===== config.mk =====
export PLATFORM = sky130hd
export DESIGN_NAME = wisard_tuple_streamer
export DESIGN_NICKNAME = d
export VERILOG_FILES = /design/src/rtl/wisard_tuple_streamer.sv
export SDC_FILE = /design/constraint.sdc
export NUM_CORES = 1
export LEC_CHECK = 0
export CAP_MARGIN = 10
export CORE_UTILIZATION = 45
export DETAILED_ROUTE_END_ITERATION = 7
export GPL_TIMING_DRIVEN = 0
export HOLD_SLACK_MARGIN = 0.02
export PLACE_DENSITY_LB_ADDON = 0.1
export SETUP_SLACK_MARGIN = 0.3
export SLEW_MARGIN = 20
export SYNTH_ARGS = -nofsm -noshare
export SYNTH_HDL_FRONTEND = slang
export SYNTH_SLANG_ARGS = --single-unit

===== constraint.sdc =====
create_clock -name clk -period 5 [get_ports clk]
set_clock_uncertainty 0.2 [all_clocks]
set_input_delay 1 -clock clk [delete_from_list [all_inputs] [get_ports clk]]
set_output_delay 1 -clock clk [all_outputs]
set_load 0.005 [all_outputs]

===== src/rtl/wisard_tuple_streamer.sv =====
// Serialises one parallel sample per handshake onto the wisard core's
// sop / sink_valid / addr inputs, then optionally waits for the prediction.
module wisard_tuple_streamer #(
  parameter int unsigned INPUT_WIDTH = 64,
  parameter bit          LSB_FIRST   = 1'b1,
  parameter int unsigned GAP_CYCLES  = 4,
  parameter bit          WAIT_PRED   = 1'b1,
  parameter int unsigned TIMEOUT     = 1024
) (
  input  logic                   clk,
  input  logic                   rst_n,
  input  logic                   in_valid,
  output logic                   in_ready,
  input  logic [INPUT_WIDTH-1:0] in_data,
  input  logic                   pred_valid,
  output logic                   sop,
  output logic                   tuple_valid,
  output logic                   tuple_bit,
  output logic                   busy,
  output logic [15:0]            sample_cnt,
  output logic                   timeout_err
);

  localparam int unsigned BW        = $clog2(INPUT_WIDTH);
  localparam int unsigned GW        = (GAP_CYCLES > 1) ? $clog2(GAP_CYCLES) : 1;
  localparam int unsigned TW        = (TIMEOUT > 1) ? $clog2(TIMEOUT) : 1;
  localparam int unsigned BIT_LAST  = INPUT_WIDTH - 1;
  localparam int unsigned GAP_LAST  = (GAP_CYCLES > 0) ? GAP_CYCLES - 1 : 0;
  localparam int unsigned WAIT_LAST = (TIMEOUT > 0) ? TIMEOUT - 1 : 0;

  typedef enum logic [1:0] {
    IDLE  = 2'd0,
    SHIFT = 2'd1,
    GAP   = 2'd2,
    WAIT  = 2'd3
  } state_e;

  state_e                 state_q, state_d;
  logic [INPUT_WIDTH-1:0] shreg_q, shreg_d;
  logic [BW-1:0]          bit_cnt_q, bit_cnt_d;
  logic [GW-1:0]          gap_cnt_q, gap_cnt_d;
  logic [TW-1:0]          wait_cnt_q, wait_cnt_d;
  logic                   pred_seen_q, pred_seen_d;
  logic [15:0]            sample_cnt_q, sample_cnt_d;
  logic                   timeout_err_q, timeout_err_d;
  logic                   in_ready_q, in_ready_d;
  logic                   busy_q, busy_d;
  logic                   sop_q, sop_d;
  logic                   tuple_valid_q, tuple_valid_d;
  logic                   tuple_bit_q, tuple_bit_d;

  // Next-state, datapath and next-output logic; serial outputs trail the state by one register.
  always_comb begin
    state_d       = state_q;
    shreg_d       = shreg_q;
    bit_cnt_d     = bit_cnt_q;
    gap_cnt_d     = gap_cnt_q;
    wait_cnt_d    = wait_cnt_q;
    pred_seen_d   = pred_seen_q;
    sample_cnt_d  = sample_cnt_q;
    timeout_err_d = timeout_err_q;
    sop_d         = 1'b0;
    tuple_valid_d = 1'b0;
    tuple_bit_d   = 1'b0;

    case (state_q)
      IDLE: begin
        if (in_ready_q && in_valid) begin
          shreg_d     = in_data;
          bit_cnt_d   = '0;
          gap_cnt_d   = '0;
          wait_cnt_d  = '0;
          pred_seen_d = 1'b0;
          state_d     = SHIFT;
        end
      end
      SHIFT: begin
        tuple_valid_d = 1'b1;
        sop_d         = (bit_cnt_q == '0);
        tuple_bit_d   = LSB_FIRST ? shreg_q[0] : shreg_q[INPUT_WIDTH-1];
        shreg_d       = LSB_FIRST ? (shreg_q >> 1) : (shreg_q << 1);
        bit_cnt_d     = bit_cnt_q + BW'(1);
        if (pred_valid) pred_seen_d = 1'b1;
        if (bit_cnt_q == BW'(BIT_LAST)) begin
          sample_cnt_d = sample_cnt_q + 16'd1;
          if (GAP_CYCLES != 0) state_d = GAP;
          else if (WAIT_PRED)  state_d = WAIT;
          else                 state_d = IDLE;
        end
      end
      GAP: begin
        gap_cnt_d = gap_cnt_q + GW'(1);
        if (pred_valid) pred_seen_d = 1'b1;
        if (gap_cnt_q == GW'(GAP_LAST)) begin
          state_d = WAIT_PRED ? WAIT : IDLE;
        end
      end
      WAIT: begin
        if (pred_seen_q || pred_valid) begin
          state_d = IDLE;
        end else if (wait_cnt_q == TW'(WAIT_LAST)) begin
          timeout_err_d = 1'b1;
          state_d       = IDLE;
        end else begin
          wait_cnt_d = wait_cnt_q + TW'(1);
        end
      end
      default: state_d = IDLE;
    endcase

    in_ready_d = (state_d == IDLE);
    busy_d     = (state_d != IDLE);
  end

  // State, datapath and output registers.
  always_ff @(posedge clk or negedge rst_n) begin
    if (!rst_n) begin
      state_q       <= IDLE;
      shreg_q       <= '0;
      bit_cnt_q     <= '0;
      gap_cnt_q     <= '0;
      wait_cnt_q    <= '0;
      pred_seen_q   <= 1'b0;
      sample_cnt_q  <= '0;
      timeout_err_q <= 1'b0;
      in_ready_q    <= 1'b0;
      busy_q        <= 1'b0;
      sop_q         <= 1'b0;
      tuple_valid_q <= 1'b0;
      tuple_bit_q   <= 1'b0;
    end else begin
      state_q       <= state_d;
      shreg_q       <= shreg_d;
      bit_cnt_q     <= bit_cnt_d;
      gap_cnt_q     <= gap_cnt_d;
      wait_cnt_q    <= wait_cnt_d;
      pred_seen_q   <= pred_seen_d;
      sample_cnt_q  <= sample_cnt_d;
      timeout_err_q <= timeout_err_d;
      in_ready_q    <= in_ready_d;
      busy_q        <= busy_d;
      sop_q         <= sop_d;
      tuple_valid_q <= tuple_valid_d;
      tuple_bit_q   <= tuple_bit_d;
    end
  end

  assign in_ready    = in_ready_q;
  assign busy        = busy_q;
  assign sop         = sop_q;
  assign tuple_valid = tuple_valid_q;
  assign tuple_bit   = tuple_bit_q;
  assign sample_cnt  = sample_cnt_q;
  assign timeout_err = timeout_err_q;

endmodule


==> run metrics, run 1 <==
Mapped Nets=570; synth warn=0; final core utilization=59.2%; vias in the first global route=4020; fmax=345 MHz; P_int=between 2 and 2.5 mW; final WL=between 10000 and 15000 µm; Hold Crit Start=timeout_err; Fin. Hold Viols=0; CTS root buffer=clkbuf_16; DRC viols=0; critical path arrival=2.95 ns; number of port buffers=89; CORE AREA=11000 µm²; GRT overflow=0; CP Cell Sequence=clkdlybuf4s50_1, a21bo_2, buf_2, o21ai_1, buf_2, buf_2, buf_2, nand2_1, o31ai_1; Clk network pwr share=21.2%; Synth top area share=52.2%; Clock Latency Late Sink=0.34 ns; die outline height=~110 µm; maxcap violations=0; Final period util=58.0%; synthesized area=5130 µm²; Pleak=2.88 nW; post-CTS resize count=0; diodes inserted=0; crit path from=in_valid; antenna viol nets, final=0; sequential power share=between 40% and 50%; Max Slew Vio Count=0; Post-CTS Hold Buffers=0; fin crit period=2.90 ns; TritonCTS Buffers=9; Rel. slew slack=45.0%; post-CTS setup buffer count=0; Seq/Total Area, Yosys=52.2%; Worst Setup Path Type=in2reg; Top FF cell, synth=dfrtp_1; Via-to-Cell Ratio=5.39; outcome=finished clean; Cell variety after synth=48; startpoint type of the worst setup path=input port; endpoints failing setup=0; Cells after Synth=493; DRT Pass-1 Iters=4; H-Tree Depth=3; Area growth syn-to-layout=26.8%; gpl congestion=0.806; maximum net fanout on the critical path=10; switching power=1.14 mW; Setup crit end kind=flop; Comb power frac=36.8%; layout filler cell count=948; GRT Total Usage=between 10% and 20%; Worst Tran Pin Value=approximately 0.8 ns; top cells by area, synth=dfrtp_1, mux2i_1, nand2_1; DR iter-0 viols=202; setup TNS=0 ns; Final nets=between 600 and 700; CTS tree=built; cell taking the most area after synthesis=dfrtp_1; number of synthesized flops with an enable pin=0; I/O pins=90; Net Sw Frac=36.0%; chip width=between 100 and 150 µm; layout cells sized above 1=about 6.7%; Crit path required time=5.05 ns; first-pass GRT wire length=18400 µm; Wirelength per Cell=14.6 µm; initial antenna violation count=0; worst hold path class=reg2reg; pin count of the biggest net entering global routing=62; reg-to-reg startpoint=state_q[0]; clk sinks=107; Pwr Density=around 500 nW/µm²; Peak supply drop=0.000238 V; Bufs on Longest Clock Path=2; Std-Cell Rows=38; DR vias=3978; initial core utilization=46.7%; ys async rst share=100%; Synth Area per Inst=10.4 µm²; unrepaired setup endpoints after global routing=no; slowest CP cell=clkdlybuf4s50_1; clk slew on worst S/H paths=0.07 ns; max incr delay on CP=between 0.4 and 0.5 ns; Yosys reg bits=107; cell mode on critical path=buf_2; HPWL Detailed=about 7700 µm; die area=11800 µm²
[cells in the mapped netlist, types with 2 or more instances]
cell and count:
a211oi_1 2, o211ai_1 3, clkbuf_1 13, or4_1 4
a22o_1 2, ha_1 9, a21o_1 3, nor2_1 14
dfrtp_1 107, nor4_1 3, nand3_1 12, o21ai_0 66
and2_1 2, a2111oi_0 2, o21ai_1 2, mux2i_1 67
buf_2 9, xor2_1 7, a21oi_1 7, o31a_1 2
or2_2 4, xnor2_1 12, and3_1 3, a32o_1 2
nand2_1 90, buf_1 3, nor3_1 6, and4_1 3
o31ai_1 5, nand4_1 4, a211o_1 2, inv_1 7
[critical path: cells and delay by family]
kind | cells | cell delay [ns]
simple gates | 1 | 0.08
buf+inv | 5 | 1.42
compound gates | 3 | 0.44
[metrics by stage]
stage	instances	total power, mW	cell area [µm²]	hold slack, ns	setup WS (ns)
floorplan	493	2.15	5130	0.242	2.57
global placement	722	2.47	6190	0.244	-1.36
detailed placement	723	2.52	6220	0.251	1.73
CTS	738	3.20	6500	0.266	2.09
global route	738	3.41	6500	0.281	1.91
finish	738	3.16	6500	0.263	2.10
[layer usage]
| metal | up-vias | GRT usage [%] | routed length [µm] |
|---|---|---|---|
| met3 | 12 | 6.46 | 524 |
| met4 | 0 | 6.47 | 148 |
| met5 | - | 0 | 0 |
| met2 | 75 | 33.2 | 5270 |
| li1 | 1935 | - | - |
| met1 | 1956 | 24.5 | 4830 |
[state kept, by name, summed over array words and instances, names as in the netlist, 2 cells and up]
signal / flops
bit_cnt_q: 6
sample_cnt: 16
state_q: 2
shreg_q: 64
wait_cnt_q: 10
gap_cnt_q: 2
[layout make-up]
cell class	count	area (µm²)	share of cell area, %
Buffer	26	113	1.73
Clock buffer	11	253	3.89
Clock inverter	4	23.8	0.366
Inverter	7	26.3	0.404
Multi-Input combinational cell	353	2310	35.5
Sequential cell	107	2680	41.2
Tap cell	140	175	2.70
Timing Repair Buffer	90	920	14.2
[path summary, 6_finish.rpt]
| path | end | slack (ns) | depth (start not counted) |
|---|---|---|---|
| worst max-delay path | bit_cnt_q[0] | 2.10 | 9 |
| min in group asynchronous | sample_cnt[13] | 0.38 | 1 |
| worst max register to register | wait_cnt_q[8] | 2.45 | 7 |
| max in group asynchronous | shreg_q[62] | 3.58 | 2 |
| worst min-delay path | timeout_err | 0.26 | 1 |
| worst min register to register | timeout_err | 0.26 | 1 |
[cells in the final DEF (no fill, tap or decap), types with 6 or more instances in the layout]
master           Yosys  layout
dfrtp_1            107     107
clkbuf_16            0       9
o21ai_0             66      66
clkbuf_1            13      13
mux2i_1             67      67
inv_1                7       7
clkdlybuf4s50_1      0      88
nand2_1             90      90
xnor2_1             12      12
nor2_1              14      14
xor2_1               7       7
nor3_1               6       6
nand3_1             12      12
ha_1                 9       9
buf_2                9       9
a21oi_1              7       7
[cell families (layout without fill, tap and decap cells)]
| kind of cell | Yosys count | count (layout) | share of synthesized area (%) |
|---|---|---|---|
| DFF | 107 | 107 | 52.2 |
| xor gates and xnor gates | 19 | 19 | 3.25 |
| buffers and inverters | 33 | 138 | 2.71 |
| adders and majority gates | 9 | 9 | 2.20 |
| and+or+nand+nor | 154 | 154 | 14.3 |
| AOI/OAI and AO/OA | 103 | 103 | 12.1 |
| muxes | 68 | 68 | 13.3 |
[power groups by stage]
stage	clock network (mW)	logic (mW)	registers (mW)
floorplan	0	0.847	1.30
global placement	0	1.14	1.33
detailed placement	0	1.18	1.34
CTS	0.694	1.18	1.33
global route	0.724	1.33	1.36
finish	0.669	1.16	1.33
No activity file was read; power rests on OpenSTA's default activity.
==> inputs of run 2 (changes only) <==
==> constraint.sdc (replaced) <==
create_clock -name clk -period 2.5 [get_ports clk]
set_clock_uncertainty 0.2 [all_clocks]
set_input_delay 0.5 -clock clk [delete_from_list [all_inputs] [get_ports clk]]
set_output_delay 0.5 -clock clk [all_outputs]
set_load 0.005 [all_outputs]
==> run 2 against run 1 <==
Register-to-register slack got worse by 2.2 ns; cell count up 1.9%; die area stayed put; power rose by 110%; worst hold slack lost 0.0025 ns; first-iteration DRC count increased by 8.9%; via count rose by 1.9%; global-route usage is 0.76 points higher.
==> run metrics, run 2 (same netlist as run 1, synthesis figures left out) <==
CTS root buffer=clkbuf_16; GRT Total Usage=20.7% (+0.76 points); Non-Filler Instances=752 (+1.9%); Rel. slew slack=69.6% (+25 points); layout cells sized above 1=14.9% (+8.2 points); slowest CP cell=or4_4; register area=2680 µm² (+0.14%); outcome=finished clean; worst hold path class=reg2reg; chip width=109 µm (unchanged); Final nets=684 (+1.9%); flip-flop count of the largest register after layout=64 (unchanged); antenna viol nets, final=0 (unchanged); Area growth syn-to-layout=33.7%; clk slew on worst S/H paths=0.07 ns (about the same); CTS tree=built; HPWL Detailed=7570 µm (-1.1%); initial core utilization=46.7% (unchanged); die outline height=109 µm (unchanged); maxcap violations=0 (unchanged); area of the multi-input gates=2460 µm² (+6.6%); commonest non-fill, non-tap cell in the layout=dfrtp_1; Worst Path Buf+Inv=2 (-3); Hold Crit Endpoint=timeout_err; Setup crit end kind=flop; Std-Cell Rows=38 (unchanged); Wirelength per Cell=15.0 µm (+2.5%); final WL=11300 µm (+4.4%); die area=11800 µm² (unchanged); Max Slew Vio Count=0 (unchanged); reg-to-reg startpoint=state_q[0]; unrepaired setup endpoints after global routing=yes; gpl congestion=0.808 (+0.20%); Final period util=88.1%; post-layout power=6.72 mW (+110%); TritonCTS Buffers=9 (unchanged); diodes inserted=0 (unchanged); pin count of the biggest net entering global routing=63 (+1.6%); DR iter-0 viols=220 (+8.9%); CORE AREA=11000 µm² (unchanged); H-Tree Depth=3 (unchanged); R2R depth=7 (unchanged); Clock Latency Late Sink=0.36 ns (+0.02 ns); fmax=454 MHz; Crit path required time=2.57 ns (-2.48 ns); first-pass GRT wire length=18800 µm (+2.2%); layout filler cell count=918 (-3.2%); number of port buffers=89 (unchanged); Hold Crit Start=timeout_err; clk sinks=107 (unchanged); maximum net fanout on the critical path=6 (-4); hold path cells=1 (unchanged); DRC viols=0 (unchanged); Worst Tran Pin Value=0.452 ns (-0.368 ns); CP Cell Sequence=inv_2, ha_2, buf_6, nor2_1, or4_4, or4_1, a21oi_1; Peak supply drop=0.000724 V (+200%); DR vias=4055 (+1.9%); critical path arrival=2.28 ns (-0.67 ns); endpoints failing setup=0 (unchanged); Biggest register=shreg_q; Pleak=3.10 nW (+7.7%); post-route cell area=6850 µm² (+5.4%); Worst path top cell family by delay=simple AND/OR/NAND/NOR gates; Worst Setup Path Type=reg2reg; dpl cell area=6220 µm² (unchanged); startpoint type of the worst setup path=flop; max incr delay on CP=0.53 ns (+0.06 ns); Bufs on Longest Clock Path=2 (unchanged); initial antenna violation count=0 (unchanged); GRT overflow=0 (unchanged); Pwr Density=981 nW/µm² (+100%); Fin. Hold Viols=0 (unchanged); fin crit period=2.20 ns; R2R Path End=wait_cnt_q[9]; slack of the worst reg-to-reg path=0.30 ns (-2.15 ns); DRT Pass-1 Iters=4 (unchanged); placed cells=723 (unchanged); vias in the first global route=3971 (-1.2%); I/O pins=90 (unchanged); most frequent cells in the layout=dfrtp_1, nand2_1, clkdlybuf4s50_1; Via-to-Cell Ratio=5.39 (about the same)
## run 2: cell count changes in the layout (fill, tap and decap cells not counted), sizes merged
cell	before	now
clkinv	3	4
inv	8	7
clkinvlp	0	2
dlygate4sd3	0	1
buf	15	25
clkbuf	24	25
## run 2: power breakdown
group / internal (mW) / leakage [nW] / switching (mW)
combinational: 1.27 / 1.59 / 1.44
sequential: 2.33 / 1.37 / 0.330
clock: 0.703 / 0.140 / 0.654
## run 2: layout make-up
type,count,share of cell area (%)
flip-flops and latches,107,39.1
multi-input cells,353,35.9
repair buffers,103,15.1
clock buffers,10,3.49
plain buffers,26,2.83
well taps,140,2.56
clock inverters,6,0.566
inverters,7,0.438
## run 2: worst max path at each step
stage | from | end | slack, ns | depth (start not counted)
2_1_floorplan | state_q[0] | wait_cnt_q[7] | 0.30 | 7
5_1_grt | state_q[0] | wait_cnt_q[9] | 0.19 | 7
3_3_place_gp | rst_n | shreg_q[52] | -3.40 | 1
4_1_cts | state_q[0] | wait_cnt_q[3] | 0.26 | 6
3_5_place_dp | in_valid | shreg_q[58] | -0.31 | 9
6_report | state_q[0] | wait_cnt_q[9] | 0.30 | 7
## run 2: metal layers
metal / track usage, % / vias to the layer above / wire [µm]
met1: 25.9 / 1977 / 5000
met4: 6.08 / 0 / 179
met5: 0 / - / 0
li1: - / 1975 / -
met3: 6.93 / 12 / 638
met2: 34.0 / 91 / 5430
## run 2: timing repair
item | 4_1_cts | 5_1_grt
resized for setup | 33 | 55
cloned | 1 | 0
hold buffers | 1 | 0
setup buffers | 7 | 4
setup endpoints to repair | 89 | 84
hold endpoints to repair | 45 | 0
pin swaps | 7 | 4
## run 2: through the flow
stage	utilization, %	setup slack (ns)	hold WS (ns)	TNS [ns]
after floorplan	-	0.301	0.00441	0
after global placement	56.4	-3.40	0.244	-371.02
after detailed placement	56.6	-0.313	0.248	-10.41
after CTS	60.5	0.262	0.265	0
after global routing	62.4	0.186	0.278	0
final	62.4	0.298	0.260	0
